===== config.mk =====
export PLATFORM = sky130hd
export DESIGN_NAME = axis_burst_master
export DESIGN_NICKNAME = d
export VERILOG_FILES = /design/src/rtl/axis_burst_pkg.sv /design/src/rtl/axis_burst_ram.sv /design/src/rtl/axis_burst_master.sv
export SDC_FILE = /design/constraint.sdc
export NUM_CORES = 1
export LEC_CHECK = 0
export BUFFER_PORTS_ARGS = -buffer_cell sky130_fd_sc_hd__buf_2
export CAP_MARGIN = 20
export CORE_AREA = 3 3 284 286
export DETAILED_ROUTE_END_ITERATION = 10
export DIE_AREA = 0 0 287 289
export HOLD_SLACK_MARGIN = 0.1
export PLACE_DENSITY = 0.72
export SYNTH_ARGS = -nofsm -noshare
export SYNTH_HDL_FRONTEND = slang
export SYNTH_SLANG_ARGS = --single-unit
export TNS_END_PERCENT = 50

===== constraint.sdc =====
create_clock -name ACLK -period 3.65 [get_ports ACLK]
set_input_delay 0.1825 -clock ACLK [delete_from_list [all_inputs] [get_ports ACLK]]
set_output_delay 0.1825 -clock ACLK [all_outputs]
set_load 0.02 [all_outputs]

===== src/rtl/axis_burst_pkg.sv =====
// ============================================================================
// Module      : axis_burst_pkg
// Description : Shared FSM state type and default sizes for the burst master.
// Revision    : 1.0 - initial release
// ============================================================================
`default_nettype none

package axis_burst_pkg;

    localparam int DEF_DATA_WIDTH = 32;
    localparam int DEF_TX_DEPTH   = 16;
    localparam int DEF_RX_DEPTH   = 16;

    typedef enum logic [1:0] {
        ST_IDLE = 2'd0,
        ST_SEND = 2'd1,
        ST_RECV = 2'd2,
        ST_DONE = 2'd3
    } state_t;

endpackage

`default_nettype wire


===== src/rtl/axis_burst_ram.sv =====
// ============================================================================
// Module      : axis_burst_ram
// Description : Simple dual-port RAM, synchronous write, registered read.
// Revision    : 1.0 - initial release
// ============================================================================
`default_nettype none

module axis_burst_ram
    import axis_burst_pkg::*;
#(
    parameter int WIDTH = DEF_DATA_WIDTH,
    parameter int DEPTH = DEF_TX_DEPTH,
    localparam int AW   = $clog2(DEPTH)
) (
    input  logic             clk,
    input  logic             rst_n,
    input  logic             we,
    input  logic [AW-1:0]    waddr,
    input  logic [WIDTH-1:0] wdata,
    input  logic [AW-1:0]    raddr,
    output logic [WIDTH-1:0] rdata
);

    logic [WIDTH-1:0] r_mem [DEPTH];

    always_ff @(posedge clk) begin
        if (we) begin
            r_mem[waddr] <= wdata;
        end
    end

    // Storage itself is never reset; only the output register is.
    always_ff @(posedge clk or negedge rst_n) begin
        if (!rst_n) begin
            rdata <= '0;
        end else begin
            rdata <= r_mem[raddr];
        end
    end

endmodule

`default_nettype wire


===== src/rtl/axis_burst_master.sv =====
// ============================================================================
// Module      : axis_burst_master
// Description : AXI-Stream burst initiator with TX preload and RX capture
//               buffers. Optional macro RX_TLAST_CHECK_EN adds RX_TLAST_ERR.
// Revision    : 1.0 - initial release
// ============================================================================
`default_nettype none

module axis_burst_master
    import axis_burst_pkg::*;
#(
    parameter int DATA_WIDTH = DEF_DATA_WIDTH,
    parameter int TX_DEPTH   = DEF_TX_DEPTH,
    parameter int RX_DEPTH   = DEF_RX_DEPTH
) (
    input  logic                          ACLK,
    input  logic                          ARESETN,
    input  logic                          LOAD_VALID,
    input  logic [DATA_WIDTH-1:0]         LOAD_DATA,
    output logic                          LOAD_READY,
    input  logic                          START,
    input  logic [$clog2(TX_DEPTH+1)-1:0] TX_LEN,
    input  logic [$clog2(RX_DEPTH+1)-1:0] RX_LEN,
    input  logic                          CLEAR,
    output logic                          START_ERR,
    output logic                          BUSY,
    output logic                          DONE,
    input  logic [$clog2(RX_DEPTH)-1:0]   RD_ADDR,
    output logic [DATA_WIDTH-1:0]         RD_DATA,
    output logic                          M_AXIS_TVALID,
    output logic [DATA_WIDTH-1:0]         M_AXIS_TDATA,
    output logic                          M_AXIS_TLAST,
    input  logic                          M_AXIS_TREADY,
    input  logic                          S_AXIS_TVALID,
    input  logic [DATA_WIDTH-1:0]         S_AXIS_TDATA,
    input  logic                          S_AXIS_TLAST,
    output logic                          S_AXIS_TREADY
`ifdef RX_TLAST_CHECK_EN
    ,
    output logic                          RX_TLAST_ERR
`endif
);

    localparam int C_TX_LW = $clog2(TX_DEPTH + 1);
    localparam int C_TX_AW = $clog2(TX_DEPTH);
    localparam int C_RX_LW = $clog2(RX_DEPTH + 1);
    localparam int C_RX_AW = $clog2(RX_DEPTH);

    state_t               r_state;
    state_t               w_state_next;
    logic [C_TX_LW-1:0]   r_tx_count;
    logic [C_TX_LW-1:0]   r_tx_len;
    logic [C_TX_LW-1:0]   r_tx_idx;
    logic [C_TX_LW-1:0]   w_tx_idx_next;
    logic [C_RX_LW-1:0]   r_rx_len;
    logic [C_RX_LW-1:0]   r_rx_idx;
    logic                 r_start_err;
    logic [DATA_WIDTH-1:0] w_tx_rdata;

    logic w_can_start;
    logic w_clear;
    logic w_start_bad;
    logic w_start_ok;
    logic w_start_rej;
    logic w_load_fire;
    logic w_tx_hs;
    logic w_tx_last;
    logic w_rx_hs;
    logic w_rx_last;

    // START and CLEAR are honoured only when no transfer is in flight.
    assign w_can_start = (r_state == ST_IDLE) || (r_state == ST_DONE);
    assign w_clear     = CLEAR && w_can_start;
    assign w_start_bad = (TX_LEN == '0) || (TX_LEN > r_tx_count) ||
                         (RX_LEN > C_RX_LW'(RX_DEPTH));
    assign w_start_ok  = START && w_can_start && !w_clear && !w_start_bad;
    assign w_start_rej = START && w_can_start && !w_clear && w_start_bad;

    assign w_load_fire = LOAD_VALID && LOAD_READY && !CLEAR;
    assign w_tx_hs     = M_AXIS_TVALID && M_AXIS_TREADY;
    assign w_tx_last   = (r_tx_idx == r_tx_len - C_TX_LW'(1));
    assign w_rx_hs     = S_AXIS_TVALID && S_AXIS_TREADY;
    assign w_rx_last   = (r_rx_idx == r_rx_len - C_RX_LW'(1));

    // State register
    always_ff @(posedge ACLK or negedge ARESETN) begin
        if (!ARESETN) begin
            r_state <= ST_IDLE;
        end else begin
            r_state <= w_state_next;
        end
    end

    // Next-state logic
    always_comb begin
        w_state_next = r_state;
        case (r_state)
            ST_IDLE, ST_DONE: begin
                if (w_clear) begin
                    w_state_next = ST_IDLE;
                end else if (w_start_ok) begin
                    w_state_next = ST_SEND;
                end
            end
            ST_SEND: begin
                if (w_tx_hs && w_tx_last) begin
                    w_state_next = (r_rx_len == '0) ? ST_DONE : ST_RECV;
                end
            end
            ST_RECV: begin
                if (w_rx_hs && w_rx_last) begin
                    w_state_next = ST_DONE;
                end
            end
            default: w_state_next = ST_IDLE;
        endcase
    end

    // Output decode
    always_comb begin
        LOAD_READY    = 1'b0;
        BUSY          = 1'b0;
        DONE          = 1'b0;
        M_AXIS_TVALID = 1'b0;
        S_AXIS_TREADY = 1'b0;
        case (r_state)
            ST_IDLE: LOAD_READY = (r_tx_count < C_TX_LW'(TX_DEPTH));
            ST_SEND: begin
                BUSY          = 1'b1;
                M_AXIS_TVALID = 1'b1;
            end
            ST_RECV: begin
                BUSY          = 1'b1;
                S_AXIS_TREADY = 1'b1;
            end
            ST_DONE: DONE = 1'b1;
            default: ;
        endcase
    end

    // The TX RAM is addressed with the upcoming index so its registered
    // output always shows buf[tx_idx], including the first beat after START.
    always_comb begin
        w_tx_idx_next = r_tx_idx;
        if (r_state != ST_SEND) begin
            w_tx_idx_next = '0;
        end else if (w_tx_hs) begin
            w_tx_idx_next = r_tx_idx + C_TX_LW'(1);
        end
    end

    always_ff @(posedge ACLK or negedge ARESETN) begin
        if (!ARESETN) begin
            r_tx_count  <= '0;
            r_tx_len    <= '0;
            r_tx_idx    <= '0;
            r_rx_len    <= '0;
            r_rx_idx    <= '0;
            r_start_err <= 1'b0;
        end else begin
            r_tx_idx    <= w_tx_idx_next;
            r_start_err <= w_start_rej;
            if (w_clear) begin
                r_tx_count <= '0;
                r_rx_idx   <= '0;
            end else begin
                if (w_load_fire) begin
                    r_tx_count <= r_tx_count + C_TX_LW'(1);
                end
                if (w_start_ok) begin
                    r_tx_len <= TX_LEN;
                    r_rx_len <= RX_LEN;
                    r_rx_idx <= '0;
                end else if (w_rx_hs) begin
                    r_rx_idx <= r_rx_idx + C_RX_LW'(1);
                end
            end
        end
    end

    assign START_ERR    = r_start_err;
    assign M_AXIS_TLAST = M_AXIS_TVALID && w_tx_last;
    assign M_AXIS_TDATA = M_AXIS_TVALID ? w_tx_rdata : '0;

    axis_burst_ram #(
        .WIDTH (DATA_WIDTH),
        .DEPTH (TX_DEPTH)
    ) u_tx_ram (
        .clk   (ACLK),
        .rst_n (ARESETN),
        .we    (w_load_fire),
        .waddr (r_tx_count[C_TX_AW-1:0]),
        .wdata (LOAD_DATA),
        .raddr (w_tx_idx_next[C_TX_AW-1:0]),
        .rdata (w_tx_rdata)
    );

    axis_burst_ram #(
        .WIDTH (DATA_WIDTH),
        .DEPTH (RX_DEPTH)
    ) u_rx_ram (
        .clk   (ACLK),
        .rst_n (ARESETN),
        .we    (w_rx_hs),
        .waddr (r_rx_idx[C_RX_AW-1:0]),
        .wdata (S_AXIS_TDATA),
        .raddr (RD_ADDR),
        .rdata (RD_DATA)
    );

`ifdef RX_TLAST_CHECK_EN
    logic r_tlast_err;

    always_ff @(posedge ACLK or negedge ARESETN) begin
        if (!ARESETN) begin
            r_tlast_err <= 1'b0;
        end else if (w_clear) begin
            r_tlast_err <= 1'b0;
        end else if (w_rx_hs && (S_AXIS_TLAST != w_rx_last)) begin
            r_tlast_err <= 1'b1;
        end
    end

    assign RX_TLAST_ERR = r_tlast_err;
`else
    logic w_unused_tlast;
    assign w_unused_tlast = S_AXIS_TLAST;
`endif

endmodule

`default_nettype wire

==> results.md, run 1 <==
- Status: finished clean
- GRT Overall Usage: a little over a fifth
- CP cell instances: inv_1 -> ha_1 -> a21o_1 -> o21ai_0 -> a22oi_1 -> nor4_4 -> mux2_1 -> dlygate4sd3_1
- Smallest hold slack: about 0.14 ns
- Nets: 2371
- # setup viols final: 0
- Grt total ovfl: 0
- IO Count: roughly 160
- Core ar.: 0.07861 mm2
- Peak supply drop: about 0.52 mV
- Num CTS Buffers: 111
- Clock Path Buffers: 3
- Final clock skew: about 0.023 ns
- Predominant post-synthesis flop cell: edfxtp_1
- WL/cell: between 20 and 30 um
- Post-route setup TNS: 0 ns
- Initial cell density of the core: between 50% and 60%
- Pins over their slew limit: 0
- Fmax: slightly below 300 MHz
- Syn avg cell area: 22.19 um2
- Count leader, synth: edfxtp_1
- Post-synth EDFFs: 1024
- Slowest Stage Delay on Critical Path: around 0.7 ns
- Data arrival, critical path: about 4.0 ns
- Crit Path Max Fanout: 10
- CP endpoint kind: flip-flop
- Worst Tran Pin Value: around 1.1 ns
- Vias: approximately 20000
- Final worst slack: approximately 0.18 ns
- H-tree levels: 3
- Final Hold Vio Count: 0
- TritonRoute pass-1 iters: 5
- Critical path buffer and inverter count: 2
- FFs w/ async S/R, synth: under 10%
- List of most frequent post-synthesis cells: edfxtp_1 (1024), mux2i_1 (291), mux4_2 (224)
- Synth area leader: edfxtp_1
- Fin crit period: between 3 and 4 ns
- Vias in the first global route: around 21000
- Synthesis Warnings: 0
- CP required: approximately 4.2 ns
- Area growth syn-to-layout: 16.36%
- Port bufs: 155
- Pwr Density: between 500 and 600 mW/mm2
- Slew headroom: 23.82%
- First-pass GRT wire length: about 130 mm
- Worst-skew pair later-pin latency: 0.67 ns
- CP max stage cell: nor4_4
- CTS root buf: clkbuf_16
- Crit start category: flip-flop
- Initial antenna violation count: 8
- Max-cap violation count: 0
- HPWL after DPL: about 46 mm
- Cell count after synthesis: 1935
- Register area share after synthesis: between 70% and 80%
- Die width: between 200 and 300 um
- TritonCTS clock tree: built
- RSZ-0062 raised after global routing: no
- Final period utilization: roughly 95%
- Syn nets: ~2000
- Detail Route Antenna Nets: 0
- Iter 0 DRT Violations: 1421
- Largest net degree at the start of global routing: about 130
- Pre-CTS WS: between 0.5 and 0.6 ns
- Via density: between 5 and 6
- Total die area: about 0.083 mm2
- Row Count: approximately 100
- Leakage Power: 16.22 nW
- CTS sink cnt: between 1000 and 1500
- Critical path class: reg -> reg
- Post-synthesis cell area: 0.04295 mm2
- Worst min-delay path category: in -> reg
- DRT Wirelength: slightly below 90 mm
- Area share of the largest cell type after synthesis: 71.60%
- Synth cell types: 49
- Die Height: between 200 and 300 um
- Clk slew on worst S/H paths: 0.06 ns
- Placer Congestion: 0.7860
- CP delay by family, top: buffers and inverters
- Fraction of final layout cells sized beyond drive strength 1: 26.92%
- Flops & latches, synth: 1116
- Area contributors post-synth: edfxtp_1 (72%), mux4_2 (12%), mux2i_1 (6.8%)
- Drc violations: 0
cell families (layout without fill, tap and decap cells):
kind of cell,after synthesis,after routing,share of synthesized area [%]
and+or+nand+nor,118,118,1.567
adders and majority gates,20,20,0.5827
muxes,524,524,18.77
buffers and inverters,106,530,1.206
other,0,6,0
AOI/OAI and AO/OA,29,29,0.4691
DFF,1116,1116,76.96
xor gates and xnor gates,22,22,0.4487
layer usage:
layer  track usage [%]  part of all wire, %  vias up
li1                  -                    -     8652
met1             27.96                   39    10590
met2             38.58                   53      605
met3             3.737                  5.3      189
met4             7.192                  3.1        6
met5                 0                0.034        -
worst register-to-register path, delay by kind of cell, from the launching register on:
| family | cells | cell delay (ns) |
|---|---|---|
| multiplexers | 1 | 0.40 |
| AO/OA/AOI/OAI | 3 | 0.51 |
| AND/OR/NAND/NOR | 1 | 0.70 |
| buffers and inverters | 2 | 0.83 |
| adder cells (fa/ha/maj) | 1 | 0.36 |
| flip-flops | 1 | 0.55 |
worst paths after layout:
kind,start,to,slack (ns),cells past startpoint
max,r_tx_count[3]$_DFFE_PN0P_,r_rx_len[0]$_DFFE_PN0P_,0.18,8
min,S_AXIS_TVALID,r_rx_idx[1]$_DFFE_PN0P_,0.14,4
max reg2reg,r_tx_count[3]$_DFFE_PN0P_,r_rx_len[0]$_DFFE_PN0P_,0.18,8
min reg2reg,r_tx_count[4]$_DFFE_PN0P_,r_tx_count[4]$_DFFE_PN0P_,0.56,1
max in group asynchronous,ARESETN,u_rx_ram.rdata[29]$_DFF_PN0_,2.15,4
min in group asynchronous,ARESETN,u_tx_ram.rdata[30]$_DFF_PN0_,0.55,3
where the power goes:
| part | internal [mW] | total [mW] | leakage [nW] | switching (mW) |
|---|---|---|---|---|
| Clock | 6.35 | 11.0 | 1.74 | 4.63 |
| Combinational | 1.44 | 3.26 | 4.15 | 1.81 |
| Sequential | 14.4 | 14.6 | 10.3 | 0.201 |
state kept, by name (all words and copies together) (netlist names):
signal,cells
r_tx_len,5
r_rx_len,5
u_tx_ram.r_mem,512
u_rx_ram.r_mem,512
u_rx_ram.rdata,32
u_tx_ram.rdata,32
r_state,2
START_ERR,1
r_rx_idx,5
r_tx_idx,5
r_tx_count,5
placed cells by master (no fill, tap or decap), drive strengths merged, types with 2 or more instances in the layout:
cell         count
edfxtp        1024
mux2i          291
mux4           224
buf            213
clkbuf         159
dfrtp           92
dlygate4sd3     91
and2            39
clkinv          39
nor2            22
ha              20
inv             20
xnor2           14
nand2           13
and3            10
mux2             9
nor3             9
xor2             8
a21oi            7
diode            6
bufinv           6
nor2b            5
o21ai            4
o211ai           4
nand4            3
nand3            3
nor4bb           2
nand2b           2
o31ai            2
nor3b            2
o32a             2
clkinvlp         2
nor4             2
area by class of cell:
type	count	area [um2]
clock buffer	158	3105
antenna	6	15.01
sequential	1116	33050
multi-input combinational	713	9575
clock inverter	49	451.7
inverter	18	67.56
timing repair buffer	305	2394
tap	1050	1314
fill	5229	28640
timing repair:
item | in CTS | in global routing
buffers inserted | 0 | 0
gates resized for setup | 0 | 0
hold buffers | 92 | 0
hold endpoints to repair | 1076 | 0
through the flow:
stage,util (%),cells,area [um2],total power [mW]
6_report,63.57,3415,49970,28.81
5_1_grt,63.55,3409,49960,29.78
4_1_cts,63.55,3409,49960,29.01
3_5_place_dp,57.84,3110,45470,17.93
3_3_place_gp,57.84,3110,45470,17.83
2_1_floorplan,-,1935,42960,16.93
(Power assumes the default switching activity.)
==> run 2: changes to the inputs <==
--- a/config.mk
+++ b/config.mk
@@ -8,6 +8,7 @@
 export BUFFER_PORTS_ARGS = -buffer_cell sky130_fd_sc_hd__buf_2
 export CAP_MARGIN = 20
 export CORE_AREA = 3 3 284 286
+export CTS_BUF_LIST = sky130_fd_sc_hd__clkbuf_4 sky130_fd_sc_hd__clkbuf_8
 export DETAILED_ROUTE_END_ITERATION = 10
 export DIE_AREA = 0 0 287 289
 export HOLD_SLACK_MARGIN = 0.1
==> run 2 against run 1 <==
Against the previous run:
- first-iteration DRC count rose by 5.6%
- wire length fell by 0.56%
- clock power barely moved
- design area rose by 0.32%
- register-to-register slack improved by 0.02 ns
- global-route usage barely moved
- non-clock buffer count rose by 7
- clock-buffer cell count rose by 99
- combinational power barely moved
- critical path depth did not move
- sequential share of layout area fell by 0.21 points
- sequential power barely moved
- largest cell class unchanged
==> results.md, run 2 (same netlist as run 1, synthesis figures left out) <==
- Filler Cell Count: 5235
- Total power: 28.48 mW
- Clock Path Buffers: 3
- Core ar.: approximately 0.079 mm2
- Worst min-delay path category: in -> reg
- Crit start category: flip-flop
- Max-cap violation count: 0
- Vias: roughly 20000
- Die width: 287 um
- HPWL after DPL: about 46 mm
- Clk slew on worst S/H paths: about 0.060 ns
- Multi-input logic area: 0.009575 mm2
- Pre-CTS WS: 0.5275 ns
- Met3 Use GR: 3.973%
- Worst Tran Pin Value: between 0.8 and 0.9 ns
- Drc violations: 0
- CP cell instances: inv_1 -> ha_1 -> a21o_1 -> o21ai_0 -> a22oi_1 -> nor4_4 -> mux2_1 -> dlygate4sd3_1
- Reg2Reg Launch Point: r_tx_count[3]$_DFFE_PN0P_
- Gr busiest metal: met2
- Fraction of final layout cells sized beyond drive strength 1: between 30% and 40%
- Final clock skew: 0.03140 ns
- Port bufs: ~160
- Final instance area: 0.05013 mm2
- GRT Overall Usage: between 20% and 30%
- Status: finished clean
- R2R cell count: 8
- Worst Setup EP: r_rx_len[2]$_DFFE_PN0P_
- Detail Route Antenna Nets: 0
- Fmax: between 200 and 300 MHz
- DRT Wirelength: 88.59 mm
- Most frequent cells in the layout: edfxtp_1 (1024), mux2i_1 (291), mux4_2 (224)
- CP max stage cell: nor4_4
- Leakage Power: 16.44 nW
- Final period utilization: approximately 94%
- H-tree levels: 4
- Grt met1 use: 27.73%
- Initial antenna violation count: 7
- RR Endpoint: r_rx_len[2]$_DFFE_PN0P_
- Num CTS Buffers: ~170
- Critical path class: reg -> reg
- CTS root buf: clkbuf_8
- Worst-skew pair later-pin latency: just under 0.8 ns
- Fin crit period: roughly 3.4 ns
- Slew headroom: between 40 and 50%
- Routing usage on met2: 38.50%
- Final worst slack: 0.2062 ns
- Via density: 5.765
- Vias in the first global route: between 20000 and 25000
- RSZ-0062 raised after global routing: no
- First-pass GRT wire length: approximately 130 mm
- Iter 0 DRT Violations: 1500
- Total die area: slightly above 0.08 mm2
- Nets: approximately 2400
- Crit Path Max Fanout: 10
- WL/cell: ~25 um
- Placed Area: approximately 0.045 mm2
- Pwr Density: between 500 and 600 mW/mm2
- Die Height: between 200 and 300 um
- Postcts setup bufs: 0
- # resized after CTS: 0
- TritonCTS clock tree: built
- # setup viols final: 0
- Area growth syn-to-layout: 16.73%
- Smallest hold slack: between 0.3 and 0.4 ns
- Largest registers: u_rx_ram.r_mem (512), u_tx_ram.r_mem (512)
- Setup crit start: r_tx_count[3]$_DFFE_PN0P_
- Pins over their slew limit: 0
- Slowest Stage Delay on Critical Path: ~0.68 ns
- Data arrival, critical path: approximately 4 ns
- R2r setup slk: a little over 0.2 ns
- Row Count: just over 100
- CP endpoint kind: flip-flop
- CP required: ~4.3 ns
- CTS sink cnt: approximately 1100
- TritonRoute pass-1 iters: 5
- CTS hold repair buffers: 97
- Largest net degree at the start of global routing: around 130
- IO Count: 157
- Peak supply drop: around 0.33 mV
- Initial cell density of the core: a little over half
- Storage element area: ~0.033 mm2
- Grt total ovfl: 0
- Commonest non-fill, non-tap cell in the layout: edfxtp_1
- Placer Congestion: 0.7860
- Final Hold Vio Count: 0
run 2: cell types whose count changed in the layout (fill, tap and decap cells not counted), moves of 7 or more:
cell       previous run  this run
clkbuf_16           112         0
clkinv_2             20        13
clkinv_1             16        33
clkbuf_8             14       189
clkbuf_4              0        69
clkbuf_1             33         0
run 2: metrics by stage:
step                instances  utilization (%)  setup TNS [ns]
CTS                      3528            63.71               0
floorplan                1935                -          -32.44
finish                   3538            63.77               0
global route             3532            63.75               0
global placement         3110            57.84               0
detailed placement       3110            57.84               0
run 2: metal layers:
layer | vias up | routed length (um)
met3 | 166 | 5037
met5 | - | 23
li1 | 8830 | -
met2 | 691 | 47200
met1 | 10710 | 34310
met4 | 4 | 2016
run 2: area by class of cell:
| cell class | instances | area share (%) |
|---|---|---|
| Inverter | 18 | 0.1348 |
| Multi-Input combinational cell | 713 | 19.10 |
| Clock inverter | 64 | 1.031 |
| Sequential cell | 1116 | 65.93 |
| Antenna cell | 8 | 0.03993 |
| Tap cell | 1050 | 2.621 |
| Clock buffer | 257 | 6.195 |
| Timing Repair Buffer | 312 | 4.949 |
run 2: how the worst min path moves through the flow:
stage	startpoint	to	cells after the start
after detailed placement	ARESETN	u_rx_ram.rdata[24]$_DFF_PN0_	1
after global routing	LOAD_DATA[19]	u_tx_ram.r_mem[4][19]$_DFFE_PP_	2
final	S_AXIS_TDATA[26]	u_rx_ram.r_mem[7][26]$_DFFE_PP_	2
after floorplan	ARESETN	START_ERR$_DFF_PN0_	0
after CTS	RD_ADDR[3]	u_rx_ram.rdata[24]$_DFF_PN0_	2
after global placement	ARESETN	u_rx_ram.rdata[24]$_DFF_PN0_	1
run 2: where the power goes:
group | internal [mW] | switching [mW] | total (mW)
registers | 14.4 | 0.196 | 14.6
clock network | 5.92 | 4.75 | 10.7
logic | 1.45 | 1.80 | 3.25
total | 21.7 | 6.74 | 28.5
run 2: worst max-delay path, delay by kind of cell (launching register included):
kind	cells	cell delay, ns
AO/OA/AOI/OAI	3	0.51
adder cells (fa/ha/maj)	1	0.36
buffers and inverters	2	0.84
flip-flops	1	0.55
multiplexers	1	0.38
AND/OR/NAND/NOR	1	0.68
==> run 3: changes to the inputs <==
--- a/config.mk
+++ b/config.mk
@@ -8,7 +8,7 @@
 export BUFFER_PORTS_ARGS = -buffer_cell sky130_fd_sc_hd__buf_2
 export CAP_MARGIN = 20
 export CORE_AREA = 3 3 284 286
-export CTS_BUF_LIST = sky130_fd_sc_hd__clkbuf_4 sky130_fd_sc_hd__clkbuf_8
+export CTS_BUF_LIST = sky130_fd_sc_hd__clkbuf_2
 export DETAILED_ROUTE_END_ITERATION = 10
 export DIE_AREA = 0 0 287 289
 export HOLD_SLACK_MARGIN = 0.1
==> run 3 against run 2 <==
Against the previous run:
- highest routed layer unchanged
- clock-buffer cell count up 159
- global-route usage is 0.41 points higher
- design area down 0.53%
- combinational power is 5% higher
- clock power decreased by 26%
- via count rose by 4.6%
- flip-flop and latch count is the same
- largest cell class unchanged
- utilization fell by 0.34 points
- first-iteration DRC count decreased by 7.9%
- sequential power is essentially flat
- worst hold slack better by 0.046 ns
- non-clock buffer count grew 89
==> results.md, run 3 (same netlist as run 1, synthesis figures left out) <==
- Slew headroom: a little under two fifths
- Critical path class: reg -> reg
- HPWL after DPL: approximately 46 mm
- # setup viols final: 0
- Most frequent cells in the layout: edfxtp_1 (1024), clkbuf_2 (416), mux2i_1 (291)
- Largest net degree at the start of global routing: ~130
- Clock Path Buffers: 4
- Placed Cells: ~3100
- Filler Cell Count: 5458
- Max-cap violation count: 0
- CTS root buf: clkbuf_2
- Grt total ovfl: 0
- Crit start category: flip-flop
- First-pass GRT wire length: 136.8 mm
- Post-route setup TNS: 0 ns
- Final clock skew: 0.1421 ns
- Via density: about 5.6
- Vias: 21340
- Vias in the first global route: ~23000
- RSZ-0062 raised after global routing: no
- Area growth syn-to-layout: 16.11%
- Pwr Density: 518.3 mW/mm2
- Data arrival, critical path: around 4.6 ns
- Iter 0 DRT Violations: roughly 1400
- Worst-skew pair later-pin latency: ~1.4 ns
- CP endpoint kind: flip-flop
- Leakage Power: 16.79 nW
- Core ar.: 0.07861 mm2
- Placer Congestion: 0.7860
- IO Count: ~160
- Final cell count without fillers: 3801
- Initial cell density of the core: between 50 and 60%
- Initial antenna violation count: 10
- Port bufs: around 160
- Peak supply drop: 0.3153 mV
- Largest registers: u_rx_ram.r_mem (512), u_tx_ram.r_mem (512)
- Num CTS Buffers: 290
- Pins over their slew limit: 0
- Fmax: 291.8 MHz
- Drc violations: 0
- TritonRoute pass-1 iters: 5
- Total die area: approximately 0.083 mm2
- Status: finished clean
- CP required: roughly 4.8 ns
- Clk slew on worst S/H paths: 0.10 ns
- Fraction of final layout cells sized beyond drive strength 1: 33.36%
- Die width: about 290 um
- Worst min-delay path category: in -> async
- Die Height: approximately 290 um
- Final Hold Vio Count: 0
- Final period utilization: about 94%
- Row Count: roughly 100
- TritonCTS clock tree: built
- Crit Path Max Fanout: 10
- GRT Overall Usage: between 20% and 30%
- Smallest hold slack: roughly 0.35 ns
- CTS sink cnt: roughly 1100
- DRT Wirelength: ~90 mm
- Nets: between 2000 and 3000
- WL/cell: 23.73 um
- Worst Tran Pin Value: just over 0.9 ns
- Commonest non-fill, non-tap cell in the layout: edfxtp_1
- Detail Route Antenna Nets: 0
- H-tree levels: 5
- Fin crit period: roughly 3.4 ns
run 3: layer usage:
layer	track usage (%)	up-vias	part of all wire (%)
li1	-	9363	-
met1	27.65	11060	38
met2	39.08	736	53
met3	4.123	180	5.5
met4	9.343	4	2.5
met5	0	-	0.030
run 3: worst paths after layout:
path	cells past startpoint	slack, ns	start	endpoint
max	8	0.22	r_tx_count[3]$_DFFE_PN0P_	r_rx_len[3]$_DFFE_PN0P_
min in group ACLK	3	0.37	S_AXIS_TDATA[26]	u_rx_ram.r_mem[14][26]$_DFFE_PP_
max in group asynchronous	6	2.21	ARESETN	r_tx_count[1]$_DFFE_PN0P_
min reg2reg	1	0.57	r_tx_count[4]$_DFFE_PN0P_	r_tx_count[4]$_DFFE_PN0P_
min	5	0.35	ARESETN	u_rx_ram.rdata[24]$_DFF_PN0_
max reg2reg	8	0.22	r_tx_count[3]$_DFFE_PN0P_	r_rx_len[3]$_DFFE_PN0P_
run 3: final cells by class:
cell class / count / area (um2) / area share, %
flip-flops and latches: 1116 / 33050 / 66.28
multi-input cells: 713 / 9600 / 19.25
repair buffers: 401 / 3366 / 6.750
clock buffers: 416 / 2082 / 4.175
well taps: 1050 / 1314 / 2.635
clock inverters: 76 / 356.6 / 0.7151
inverters: 18 / 67.56 / 0.1355
diodes: 11 / 27.53 / 0.05520
run 3: timing repair:
action,CTS,global route
setup endpoints to repair,2,1
hold buffers,187,0
gates resized for setup,4,2
buffers inserted,0,1
hold endpoints to repair,2088,0
pin swaps,1,2
run 3: report_power, final:
part	total, mW	switching (mW)	leakage [nW]	internal (mW)
Clock	7.90	4.72	1.91	3.18
Combinational	3.40	1.85	4.56	1.55
Sequential	14.5	0.200	10.3	14.3
run 3: worst max-delay path, stage by stage (launching register included):
cell and delay, ns:
dfrtp_1 0.55, inv_1 0.25, ha_1 0.36, a21o_1 0.17
o21ai_0 0.14, a22oi_1 0.21, nor4_4 0.69, mux2_1 0.39
dlygate4sd3_1 0.58
run 3: through the flow:
| step | area (um2) | power, mW | setup WS (ns) | utilization [%] |
|---|---|---|---|---|
| 2_1_floorplan | 42960 | 16.93 | -0.3997 | - |
| 3_3_place_gp | 45470 | 17.83 | 0.6438 | 57.84 |
| 4_1_cts | 49830 | 26.14 | -0.03213 | 63.38 |
| 6_report | 49870 | 25.84 | 0.2229 | 63.43 |
| 5_1_grt | 49850 | 27.11 | 0.01889 | 63.42 |
| 3_5_place_dp | 45470 | 17.93 | 0.5275 | 57.84 |
